--- config.mk ---
export PLATFORM = sky130hd
export DESIGN_NAME = cordic_phase_detector
export DESIGN_NICKNAME = d
export VERILOG_FILES = /design/src/rtl/nco_pkg.sv /design/src/rtl/cordic_quadrant_fold.sv /design/src/rtl/cordic_phase_detector.sv
export SDC_FILE = /design/constraint.sdc
export NUM_CORES = 1
export LEC_CHECK = 0
export ABC_AREA = 0
export BUFFER_PORTS_ARGS = -buffer_cell sky130_fd_sc_hd__buf_2
export CAP_MARGIN = 5
export CORE_MARGIN = 10
export CORE_UTILIZATION = 40
export DETAILED_ROUTE_END_ITERATION = 16
export HOLD_SLACK_MARGIN = 0.03
export PLACE_DENSITY = 0.6
export SLEW_MARGIN = 30
export SYNTH_ARGS = -nofsm -noshare
export SYNTH_HDL_FRONTEND = slang
export SYNTH_SLANG_ARGS = --single-unit
--- constraint.sdc ---
create_clock -name clk -period 5.1 [get_ports clk]
set_input_delay 0.255 -clock clk [delete_from_list [all_inputs] [get_ports clk]]
set_output_delay 0.255 -clock clk [all_outputs]
set_load 0.05 [all_outputs]
--- src/rtl/nco_pkg.sv ---
// Phase-format constants, CORDIC arctangent table generator and FSM state type shared by the
// NCO and phase-detector CORDIC blocks.
package nco_pkg;

   localparam int  NCO_PHASE_WIDTH = 12;
   localparam int  PI_PHASE        = 2 ** (NCO_PHASE_WIDTH - 1);
   localparam int  HALF_PI_PHASE   = 2 ** (NCO_PHASE_WIDTH - 2);
   localparam real PI_REAL         = 3.14159265358979323846;

   typedef enum logic [1:0] {IDLE, ROT, DONE} state_t;

   function automatic int half_pi_phase(input int pw);
      return 2 ** (pw - 2);
   endfunction

   // round(atan(2^-k) / pi * 2^(pw-1)); only ever evaluated at elaboration
   function automatic int atan_entry(input int k, input int pw);
      real val;
      val = $atan(1.0 / (2.0 ** k)) / PI_REAL * (2.0 ** (pw - 1));
      return $rtoi(val + 0.5);
   endfunction

endpackage

--- src/rtl/cordic_quadrant_fold.sv ---
// Combinational pre-rotation that folds any I/Q sample into the right half-plane (x >= 0) so the
// vectoring CORDIC only has to cover +/-pi/2.
module cordic_quadrant_fold
   import nco_pkg::*;
#(
   parameter int DATA_WIDTH  = 16,
   parameter int PHASE_WIDTH = 12
) (
   input  logic [DATA_WIDTH-1:0]  i_i,
   input  logic [DATA_WIDTH-1:0]  i_q,
   output logic [DATA_WIDTH+1:0]  o_x,
   output logic [DATA_WIDTH+1:0]  o_y,
   output logic [PHASE_WIDTH+1:0] o_z
);

   localparam int XW = DATA_WIDTH + 2;
   localparam int ZW = PHASE_WIDTH + 2;
   localparam logic [ZW-1:0] HALF_PI = ZW'(half_pi_phase(PHASE_WIDTH));

   logic [XW-1:0] w_i;
   logic [XW-1:0] w_q;

   // Two guard bits so negating the most negative sample cannot overflow
   assign w_i = {{2{i_i[DATA_WIDTH-1]}}, i_i};
   assign w_q = {{2{i_q[DATA_WIDTH-1]}}, i_q};

   always_comb begin
      o_x = w_i;
      o_y = w_q;
      o_z = '0;
      if (w_i[XW-1]) begin
         if (!w_q[XW-1]) begin
            o_x = w_q;
            o_y = -w_i;
            o_z = HALF_PI;
         end else begin
            o_x = -w_q;
            o_y = w_i;
            o_z = -HALF_PI;
         end
      end
   end

endmodule

--- src/rtl/cordic_phase_detector.sv ---
// Iterative vectoring-mode CORDIC: returns phase and gain-scaled magnitude of one I/Q sample,
// one micro-rotation per clock, with valid/ready handshakes on both sides.
module cordic_phase_detector
   import nco_pkg::*;
#(
   parameter int DATA_WIDTH  = 16,
   parameter int PHASE_WIDTH = 12,
   parameter int ITER        = 12
) (
   input  logic                   clk,
   input  logic                   rst,
   input  logic [DATA_WIDTH-1:0]  i_i,
   input  logic [DATA_WIDTH-1:0]  q_i,
   input  logic                   valid_i,
   output logic                   ready_o,
   output logic [PHASE_WIDTH-1:0] phase_o,
   output logic [DATA_WIDTH+1:0]  mag_o,
   output logic                   valid_o,
   input  logic                   ready_i
);

   localparam int XW = DATA_WIDTH + 2;
   localparam int ZW = PHASE_WIDTH + 2;
   localparam int IW = $clog2(ITER);

   state_t               r_state;
   state_t               w_state_next;
   logic [IW-1:0]        r_iter;
   logic signed [XW-1:0] r_x;
   logic signed [XW-1:0] r_y;
   logic signed [ZW-1:0] r_z;
   logic                 r_zero;

   logic [XW-1:0]        w_fold_x;
   logic [XW-1:0]        w_fold_y;
   logic [ZW-1:0]        w_fold_z;
   logic signed [XW-1:0] w_x_sh;
   logic signed [XW-1:0] w_y_sh;
   logic signed [XW-1:0] w_x_next;
   logic signed [XW-1:0] w_y_next;
   logic signed [ZW-1:0] w_z_next;
   logic [ZW-1:0]        w_atan [2**IW];
   logic                 w_accept;
   logic                 w_unused_z;

   for (genvar k = 0; k < 2 ** IW; k++) begin : g_atan
      if (k < ITER) begin : g_val
         localparam int ATAN_VAL = atan_entry(k, PHASE_WIDTH);
         assign w_atan[k] = ZW'(ATAN_VAL);
      end else begin : g_pad
         assign w_atan[k] = '0;
      end
   end

   cordic_quadrant_fold #(
      .DATA_WIDTH  (DATA_WIDTH),
      .PHASE_WIDTH (PHASE_WIDTH)
   ) u_fold (
      .i_i (i_i),
      .i_q (q_i),
      .o_x (w_fold_x),
      .o_y (w_fold_y),
      .o_z (w_fold_z)
   );

   assign w_accept = (r_state == IDLE) && valid_i;

   always_comb begin
      w_state_next = r_state;
      unique case (r_state)
         IDLE:    if (valid_i) w_state_next = ROT;
         ROT:     if (r_iter == IW'(ITER - 1)) w_state_next = DONE;
         DONE:    if (ready_i) w_state_next = IDLE;
         default: w_state_next = IDLE;
      endcase
   end

   always_ff @(posedge clk) begin
      if (rst) r_state <= IDLE;
      else     r_state <= w_state_next;
   end

   always_comb begin
      w_x_sh = r_x >>> r_iter;
      w_y_sh = r_y >>> r_iter;
      if (!r_y[XW-1]) begin
         w_x_next = r_x + w_y_sh;
         w_y_next = r_y - w_x_sh;
         w_z_next = r_z + $signed(w_atan[r_iter]);
      end else begin
         w_x_next = r_x - w_y_sh;
         w_y_next = r_y + w_x_sh;
         w_z_next = r_z - $signed(w_atan[r_iter]);
      end
   end

   always_ff @(posedge clk) begin
      if (rst) begin
         r_iter <= '0;
         r_x    <= '0;
         r_y    <= '0;
         r_z    <= '0;
         r_zero <= 1'b0;
      end else if (w_accept) begin
         r_iter <= '0;
         r_x    <= w_fold_x;
         r_y    <= w_fold_y;
         r_z    <= w_fold_z;
         r_zero <= (i_i == '0) && (q_i == '0);
      end else if (r_state == ROT) begin
         r_iter <= r_iter + 1'b1;
         r_x    <= w_x_next;
         r_y    <= w_y_next;
         r_z    <= w_z_next;
      end
   end

   // A zero vector has no defined angle; the rotations would still accumulate atan terms
   assign phase_o    = r_zero ? '0 : r_z[PHASE_WIDTH-1:0];
   assign mag_o      = r_x;
   assign valid_o    = (r_state == DONE);
   assign ready_o    = (r_state == IDLE) && !rst;
   assign w_unused_z = ^r_z[ZW-1:PHASE_WIDTH];

endmodule

After elaboration in Yosys (flattened, before gate mapping)
Memory sizes are Yosys's and may differ from the RTL's.
Cells that the tools add are included.
{"block": "totals", "elab_cells": 58, "register_bits": 57, "mem_count": 1, "out_inout_bits": 32, "romBits": 224}
{"block": "classes", "bitwise": 1, "n_eq_ne": 6, "n_mux": 22, "order_cmp": 1, "add_sub_neg": 9, "shift": 2, "n_reduce_logical": 10}
{"memory": "(name not given)", "words": 16, "word_bits": 14, "rd": 1, "rd_ports_with_merged_regs": 0, "wr": 0, "line_no": "cordic_phase_detector.sv:93", "rtl": "w_z_next = r_z - $signed(w_atan[r_iter]);"}
{"op": "18-bit 2-to-1 mux", "n": 10}
{"op": "14-bit 2-to-1 mux", "n": 7}
{"op": "18-bit adder", "n": 2}
{"op": "18-bit negation", "n": 2}
{"op": "18-bit by 4-bit >>> shifter with 18-bit output", "n": 2}
{"op": "18-bit subtractor", "n": 2}
{"op": "16-bit logical NOT", "n": 2}
{"op": "14-bit adder", "n": 1}
{"op": "14-bit subtractor", "n": 1}
{"op": "12-bit 2-to-1 mux", "n": 1}
{"op": "2-bit 2-to-1 mux", "n": 3}
{"op": "2-bit one-hot mux with 3 select lines", "n": 1}
{"op": "5-bit >= comparator (second input constant)", "n": 1}
{"op": "4-bit inverter with 5-bit output", "n": 1}
{"op": "4-bit by 1-bit adder with 4-bit output (second input constant)", "n": 1}
{"op": "4-bit == test (second input constant)", "n": 1}
{"op": "2-bit != test (second input constant)", "n": 2}
{"op": "1-bit logical AND", "n": 3}
{"op": "3-bit AND reduction", "n": 1}
{"op": "2-bit by 1-bit == test with 1-bit output (second input constant)", "n": 1}
{"op": "2-bit == test (second input constant)", "n": 1}
{"op": "2-bit logical NOT", "n": 1}
{"op": "2-bit by 1-bit != test with 1-bit output (second input constant)", "n": 1}
{"op": "2-bit nonzero test", "n": 1}
{"op": "other kinds (2)", "n": 2}

Depth between registers and ports, before layout
Gate-level depths: netlist (run 1).
{"block": "depth", "word_depth": 8, "depth_mapped": 21, "depth_no_buf": 19}

Cells and area by module
A second synthesis (run 1) with hierarchy kept.
{"block": "hier_totals", "cells_unflattened": 1155, "area_unflattened_um2": 8660.8}
{"mod": "cordic_phase_detector", "seq_area_each_um2": 1101.1, "area_each_um2": 7464.7, "cells_each": 965, "n_inst": 1}
{"mod": "cordic_quadrant_fold", "seq_area_each_um2": 0.0, "area_each_um2": 1196.1, "cells_each": 190, "n_inst": 1}

Worst setup path before layout (run 1)
No wires, ideal clock.
{"block": "synth_path", "path_kind": "flip-flop to flip-flop", "startpoint": "register r_x[16] (netlist: mag_o[16])", "endpoint": "register r_y[13]", "n_path_buf": 0, "period_less_slack_ps": 4388, "path_stages_with_launch": 17, "t_required_ps": 4962, "setup_slack_ps": 712, "t_arrival_ps": 4251, "path_cell_list": "dfxtp_1 mux4_2 mux2_4 a222oi_1 o2111a_2 and4_4 a21oi_1 xor2_1 ha_1 a21oi_1 nand2_1 a221o_1 a211o_1 xnor2_1 nor2_1 a211oi_1 a211oi_1"}
{"block": "synth_via", "elab_chain_len": 5, "word_cells_on_any_way": 6}
{"item": "start: declaration", "line_no": "cordic_phase_detector.sv:29", "rtl": "logic signed [XW-1:0] r_x;"}
{"item": "start signal: assignment", "line_no": "cordic_phase_detector.sv:106", "rtl": "r_x <= w_fold_x;"}
{"item": "start signal: assignment", "line_no": "cordic_phase_detector.sv:112", "rtl": "r_x <= w_x_next;"}
{"item": "18-bit by 4-bit >>> shifter with 18-bit output *", "line_no": "cordic_phase_detector.sv:84", "rtl": "w_x_sh = r_x >>> r_iter;"}
{"item": "18-bit subtractor or 18-bit adder (tied branches)", "line_no": "cordic_phase_detector.sv:88, cordic_phase_detector.sv:92"}
{"item": "18-bit 2-to-1 mux *", "line_no": "cordic_phase_detector.sv:86", "rtl": "if (!r_y[XW-1]) begin"}
{"item": "18-bit 2-to-1 mux *", "line_no": "cordic_phase_detector.sv:110", "rtl": "end else if (r_state == ROT) begin"}
{"item": "18-bit 2-to-1 mux *", "line_no": "cordic_phase_detector.sv:104", "rtl": "end else if (w_accept) begin"}
{"item": "end signal: assignment", "line_no": "cordic_phase_detector.sv:107", "rtl": "r_y <= w_fold_y;"}
{"item": "end signal: assignment", "line_no": "cordic_phase_detector.sv:113", "rtl": "r_y <= w_y_next;"}
{"item": "end: declaration", "line_no": "cordic_phase_detector.sv:30", "rtl": "logic signed [XW-1:0] r_y;"}
Mark *: on every way between the ends. The rest lies on a longest branch, timed or not. The select of a mux whose other input is x is not followed.
A chain may end at the register's enable or synchronous reset.

Final worst setup path (run 1)
{"block": "layout_path", "startpoint": "register r_iter[0]", "endpoint": "register r_x[17] (netlist: mag_o[17])"}
{"block": "layout_via", "elab_chain_len": 5, "word_cells_on_any_way": 6}
{"item": "start: declaration", "line_no": "cordic_phase_detector.sv:28", "rtl": "logic [IW-1:0] r_iter;"}
{"item": "start signal: assignment", "line_no": "cordic_phase_detector.sv:111", "rtl": "r_iter <= r_iter + 1'b1;"}
{"item": "18-bit by 4-bit >>> shifter with 18-bit output *", "line_no": "cordic_phase_detector.sv:85", "rtl": "w_y_sh = r_y >>> r_iter;"}
{"item": "18-bit adder or 18-bit subtractor (tied branches)", "line_no": "cordic_phase_detector.sv:87, cordic_phase_detector.sv:91"}
{"item": "18-bit 2-to-1 mux *", "line_no": "cordic_phase_detector.sv:86"}
{"item": "18-bit 2-to-1 mux *", "line_no": "cordic_phase_detector.sv:110"}
{"item": "18-bit 2-to-1 mux *", "line_no": "cordic_phase_detector.sv:104"}
Marked as above.

==> flow_metrics.tcl, run 1 <==
set metrics [dict create \
    cts_tree "yes" \
    synth-seq-cells 55 \
    synthTopCellsByArea "dfxtp_1 14%, mux4_2 9.1%, ha_1 8.8%, xnor2_1 6.2%, a21oi_1 6.0%" \
    maxCapViolations 0 \
    worstSetupStartpointType "flop" \
    synthAdderAreaFrac_pct 9.567 \
    dp_hpwl_mm 21.38 \
    netlist_area_mm2 0.007951 \
    grt_max_degree 63 \
    async_flop_share_pct 0 \
    antenna_cells 0 \
    ant_nets 0 \
    syn_to_final_growth_pct 10.67 \
    synth_top_area_cell "dfxtp_1" \
    dr.pass1.iters 6 \
    rsz0062_at_grt "no" \
    cts_sinks 55 \
    synth_top_family_by_area "compound AO/OA/AOI/OAI gates" \
    drt_iter0_drc 942 \
    viasPerCell 6.060 \
    finalSetupTns_ns 0 \
    slew_viol_final 0 \
    intPower_mw 2.238 \
    skew_ns 0.009333 \
    synthFlopType "dfxtp_1" \
    grt_pass1_vias 7601 \
    worstHoldPathType "input port to flop" \
    crit_path_end_kind "flop" \
    switchingPower_mw 2.418 \
    slew_headroom_pct 46.69 \
    final_nets 1198 \
    yosys_warnings 0 \
    coreArea_mm2 0.01953 \
    power.density_mw_per_mm2 529.1 \
    place.gp.congestion 0.9847 \
    syn_nets 1157 \
    hold_violations 0 \
    status "completed" \
    htreeDepth 2 \
    grt_overflow 0 \
    track_usage_pct 20.54 \
    worst_pin_slew_ns 0.7896 \
    synth_top_cell_area_share_pct 13.85 \
    p_comb_share_pct 74.9 \
    yosysUniqueCellTypes 73 \
    clkLatencyLatePin_ns 0.32 \
    synth_compound_area_share_pct 25.22 \
    multi_input_area_mm2 0.006432 \
    clock.fmax_ghz 0.2124 \
    cts_buffers 5 \
    crit_fanout 20 \
    max-vdd-ir-drop_v 0.0001597 \
    die_w_um 161.0 \
    start_util_pct 40.72 \
    post_dp_cell_area_mm2 0.008613 \
    clk_path_buf_depth 2 \
    leakage_nw 3.614 \
    path_class "flop to flop" \
    layout-drive-gt1-share_pct 16.12 \
    clk_pin_slew_ns 0.09 \
    core.rowCount 51 \
    required_ns 5.30 \
    swShare_pct 51.94 \
    antenna_found_initial 0 \
    fin_crit_sh_pct 92.32 \
    synth_simple_gate_area_share_pct 21.83 \
    ioPinCount 68 \
    vias 8296 \
    fin_crit_ns 4.708 \
    synth_mux_area_share_pct 14.21 \
    synth_edf_count 0 \
    synth-xor-area-share_pct 9.913 \
    setup_viol 0 \
    port_buffers 67 \
    drc_errors 0 \
    seq_area_mm2 0.001110 \
    n_fill_cell 2042 \
    wl_per_cell_um 20.26 \
    cp_data_arrival_time_ns 4.91 \
    pwr-share-clk_pct 9.5 \
    root_buffer "clkbuf_16" \
    p_seq_share_pct 15.6 \
    syn_inst 1062 \
    seq_area_frac_synth_pct 13.85 \
    grt_pass1_wl_mm 43.24 \
    syn-mean-instance-area_um2 7.487 \
    drt-total-wl_mm 27.74 \
    chipHeight_um 161.0 \
    finish.instance_area_mm2 0.008800 \
    die_area_mm2 0.02592 \
    r2r_setup_slack_ns 0.39 \
]
==> cells in the mapped netlist (all sizes together) (10+ instances only) <==
cell	number
nor2	125
a21oi	97
nand2	92
o21ai	63
ha	56
xnor2	56
dfxtp	55
clkbuf	48
inv	38
mux4	34
xor2	34
nor3	33
a211oi	32
nor2b	28
mux2i	24
nand3	23
buf	21
a31oi	20
o211ai	16
o22ai	12
a21o	11
mux2	10
o21a	10
==> layout by cell type (no fill, tap or decap), types with 33 or more instances in the layout <==
master	instances
nor2_1	124
a21oi_1	96
nand2_1	92
buf_2	66
o21ai_0	62
xnor2_1	56
ha_1	56
dfxtp_1	52
inv_1	38
buf_4	37
xor2_1	34
nor3_1	33
==> worst max-delay path: stages (launching register included) <==
cell	delay, ns
dfxtp_4	0.54
buf_4	0.23
mux4_2	0.59
mux2i_1	0.26
mux2i_1	0.17
inv_1	0.09
ha_1	0.20
a31oi_1	0.19
xnor2_1	0.22
ha_1	0.24
or3_1	0.41
nor2_1	0.14
o221a_2	0.23
o31ai_1	0.14
a22oi_1	0.30
a21oi_1	0.14
xnor2_1	0.21
mux2i_1	0.20
a21oi_1	0.08
==> area by class of cell <==
cell class / instances / share of cell area, %
Multi-Input combinational cell: 900 / 73.10
Clock buffer: 5 / 1.422
Tap cell: 265 / 3.768
Clock inverter: 3 / 0.5687
Timing Repair Buffer: 103 / 6.910
Sequential cell: 55 / 12.61
Inverter: 38 / 1.621
==> final timing paths <==
kind	start	end	cells past startpoint
setup reg to reg	r_iter[0]	mag_o[17]	18
hold reg to reg	r_z[3]	r_z[3]	2
setup / recovery	r_iter[0]	mag_o[17]	18
hold / removal	ready_i	r_state[1]	4
==> metal layers <==
metal	global-route usage [%]	up-vias	share of wire, %
met4	4.963	0	1.7
met2	29.91	356	42
met3	4.550	35	10
met5	0	-	0
li1	-	3993	-
met1	29.88	3912	46
==> registers in the layout, summed over array words and instances (netlist names) <==
register,flops
r_state,2
r_iter,4
r_zero,1
mag_o,18
r_y,18
r_z,12
==> kinds of logic (layout without fill, tap and decap cells) <==
group	count (synthesis)	in the layout
muxes	68	68
AOI/OAI and AO/OA	317	317
buffers and inverters	107	149
xor gates and xnor gates	90	90
adders and majority gates	59	59
and+or+nand+nor	366	366
DFF	55	55
==> repair_timing <==
action / 4_1_cts / 5_1_grt
gates resized for setup: 0 / 3
buffers inserted: 0 / 0
setup endpoints to repair: 0 / 5
hold buffers: 0 / 0
==> power by group through the flow <==
| stage | Combinational (mW) | Clock, mW | Sequential, mW |
|---|---|---|---|
| after global routing | 3.84 | 0.458 | 0.738 |
| after floorplan | 2.61 | 0 | 0.750 |
| final | 3.49 | 0.441 | 0.727 |
| after global placement | 3.40 | 0 | 0.730 |
| after detailed placement | 3.41 | 0 | 0.725 |
| after CTS | 3.44 | 0.450 | 0.716 |
==> through the flow <==
step | hold slack, ns | power, mW | utilization [%] | worst slack (ns) | instances
2_1_floorplan | 0.4308 | 3.359 | - | 0.7119 | 1062
3_3_place_gp | 0.4756 | 4.133 | 44.10 | 0.3590 | 1361
3_5_place_dp | 0.4793 | 4.139 | 44.11 | 0.3512 | 1361
4_1_cts | 0.2367 | 4.609 | 45.01 | 0.3120 | 1369
5_1_grt | 0.2676 | 5.041 | 45.07 | 0.05007 | 1369
6_report | 0.2463 | 4.656 | 45.07 | 0.3919 | 1369
(Power assumes the default switching activity.)
==> run 2, diff against run 1 <==
==> constraint.sdc (replaced) <==
create_clock -name clk -period 5.7 [get_ports clk]
set_input_delay 1.14 -clock clk [delete_from_list [all_inputs] [get_ports clk]]
set_output_delay 1.14 -clock clk [all_outputs]
set_load 0.05 [all_outputs]
==> run 2 against run 1 <==
  * Count of clock-buffer cells in the layout unchanged
  * Die area unchanged
  * First-iteration DRC count down 9.2%
  * Cell count down 0.95%
  * Sequential share of layout area up 0.12 points
  * Non-clock buffer count down 13
  * Maximum frequency down 8.4%
  * Combinational power down 11%
  * Largest cell class unchanged
==> flow_metrics.tcl, run 2 (same netlist as run 1, synthesis figures left out) <==
set metrics [dict create \
    r2r_cells 16 \
    worst_pin_slew_ns 1.025 \
    cts_buffers 5 \
    antenna_found_initial 0 \
    cp_data_arrival_time_ns 5.32 \
    ioPinCount 68 \
    max-vdd-ir-drop_v 0.0001934 \
    clk_pin_slew_ns 0.09 \
    fin_crit_ns 5.139 \
    status "completed" \
    layout-drive-gt1-share_pct 14.94 \
    worstHoldPathType "flop to flop" \
    final_common_cell "nor2_1" \
    power.density_mw_per_mm2 474.3 \
    skew_ns 0.007174 \
    p_total_mw 4.115 \
    drt-total-wl_mm 27.27 \
    port_buffers 67 \
    track_usage_pct 20.13 \
    coreArea_mm2 0.01953 \
    htreeDepth 2 \
    fin_crit_sh_pct 90.16 \
    finalSetupTns_ns 0 \
    final_nets 1185 \
    crit_fanout 27 \
    most-common-layout-cells "125 x nor2_1, 96 x a21oi_1, 92 x nand2_1, 66 x buf_2, 62 x o21ai_0" \
    holdPathStages 2 \
    root_buffer "clkbuf_16" \
    start_util_pct 40.72 \
    syn_to_final_growth_pct 9.095 \
    grt_pass1_vias 7645 \
    drt_iter0_drc 855 \
    place.gp.congestion 0.9359 \
    clk_path_buf_depth 2 \
    dp_hpwl_mm 20.51 \
    min_from "r_z[3]" \
    r2r_setup_slack_ns 0.56 \
    min_to "r_z[3]" \
    ant_nets 0 \
    wl_per_cell_um 20.11 \
    drc_errors 0 \
    die_w_um 161.0 \
    clkLatencyLatePin_ns 0.32 \
    cts_resized 0 \
    hold_violations 0 \
    core.rowCount 51 \
    chipHeight_um 161.0 \
    ctsHoldBuffers 0 \
    clock.fmax_ghz 0.1946 \
    dr.pass1.iters 5 \
    vias 8295 \
    reg2reg_to "r_y[13]" \
    viasPerCell 6.117 \
    cts_setup_buffers 0 \
    cts_sinks 55 \
    cts_tree "yes" \
    leakage_nw 3.539 \
    grt_max_degree 63 \
    reg2reg_from "r_iter[0]" \
    maxCapViolations 0 \
    antenna_cells 0 \
    die_area_mm2 0.02592 \
    slew_viol_final 0 \
    slew_headroom_pct 31.41 \
    rsz0062_at_grt "no" \
    required_ns 5.88 \
    setup_viol 0 \
    crit_start "r_iter[0]" \
    grt_overflow 0 \
    grt_pass1_wl_mm 42.68 \
    path_class "flop to flop" \
    crit_path_end_kind "flop" \
    worstSetupStartpointType "flop" \
]
run 2: cell count changes in the layout (fill, tap and decap cells not counted), sizes merged:
cell	previous run	this run
buf	103	90
bufinv	1	0
clkinv	0	1
run 2: critical path, cell delays in order, from the launching register on:
cell and delay, ns:
dfxtp_2 0.83, buf_4 0.30, mux4_1 0.59, a222oi_1 0.52, o2111a_2 0.34, and4_4 0.24, a21oi_1 0.08, xor2_1 0.17
ha_1 0.37, a21oi_1 0.24, nand2_1 0.12, a221o_1 0.41, a211o_1 0.32, xnor2_1 0.14, nor2_1 0.05, a211oi_1 0.20
a211oi_1 0.07
run 2: routing by layer:
metal / track usage [%] / wire, µm
met1: 29.00 / 12780
met2: 29.68 / 11410
met3: 4.372 / 2675
met4: 4.880 / 401
met5: 0 / 0
run 2: worst max-delay path by stage:
stage / end / cells past startpoint / slack (ns)
6_report: r_y[13] / 16 / 0.56
5_1_grt: r_y[13] / 16 / 0.16
4_1_cts: r_y[13] / 16 / 0.61
3_5_place_dp: r_y[13] / 16 / 0.64
2_1_floorplan: r_y[13] / 16 / 1.31
3_3_place_gp: mag_o[17] / 16 / 0.68
run 2: through the flow:
| stage | instances | utilization [%] | hold WS, ns | setup WS (ns) | area (µm²) |
|---|---|---|---|---|---|
| after floorplan | 1062 | - | 0.4562 | 1.312 | 7951 |
| after global placement | 1348 | 43.60 | 0.4769 | 0.6826 | 8513 |
| after detailed placement | 1348 | 43.60 | 0.4789 | 0.6372 | 8513 |
| after CTS | 1356 | 44.41 | 0.4908 | 0.6108 | 8672 |
| after global routing | 1356 | 44.43 | 0.5197 | 0.1589 | 8675 |
| final | 1356 | 44.43 | 0.4861 | 0.5609 | 8675 |
run 2: layout make-up:
| class | count | area, µm² |
|---|---|---|
| Tap cell | 265 | 331.6 |
| Inverter | 38 | 142.6 |
| Timing Repair Buffer | 90 | 510.5 |
| Sequential cell | 55 | 1105 |
| Fill cell | 2034 | 10850 |
| Clock inverter | 3 | 33.78 |
| Clock buffer | 5 | 125.1 |
| Multi-Input combinational cell | 900 | 6426 |
run 2: power by group:
group	total [mW]	internal (mW)	switching, mW
Sequential	0.661	0.473	0.189
Clock	0.352	0.171	0.181
Combinational	3.10	1.29	1.81
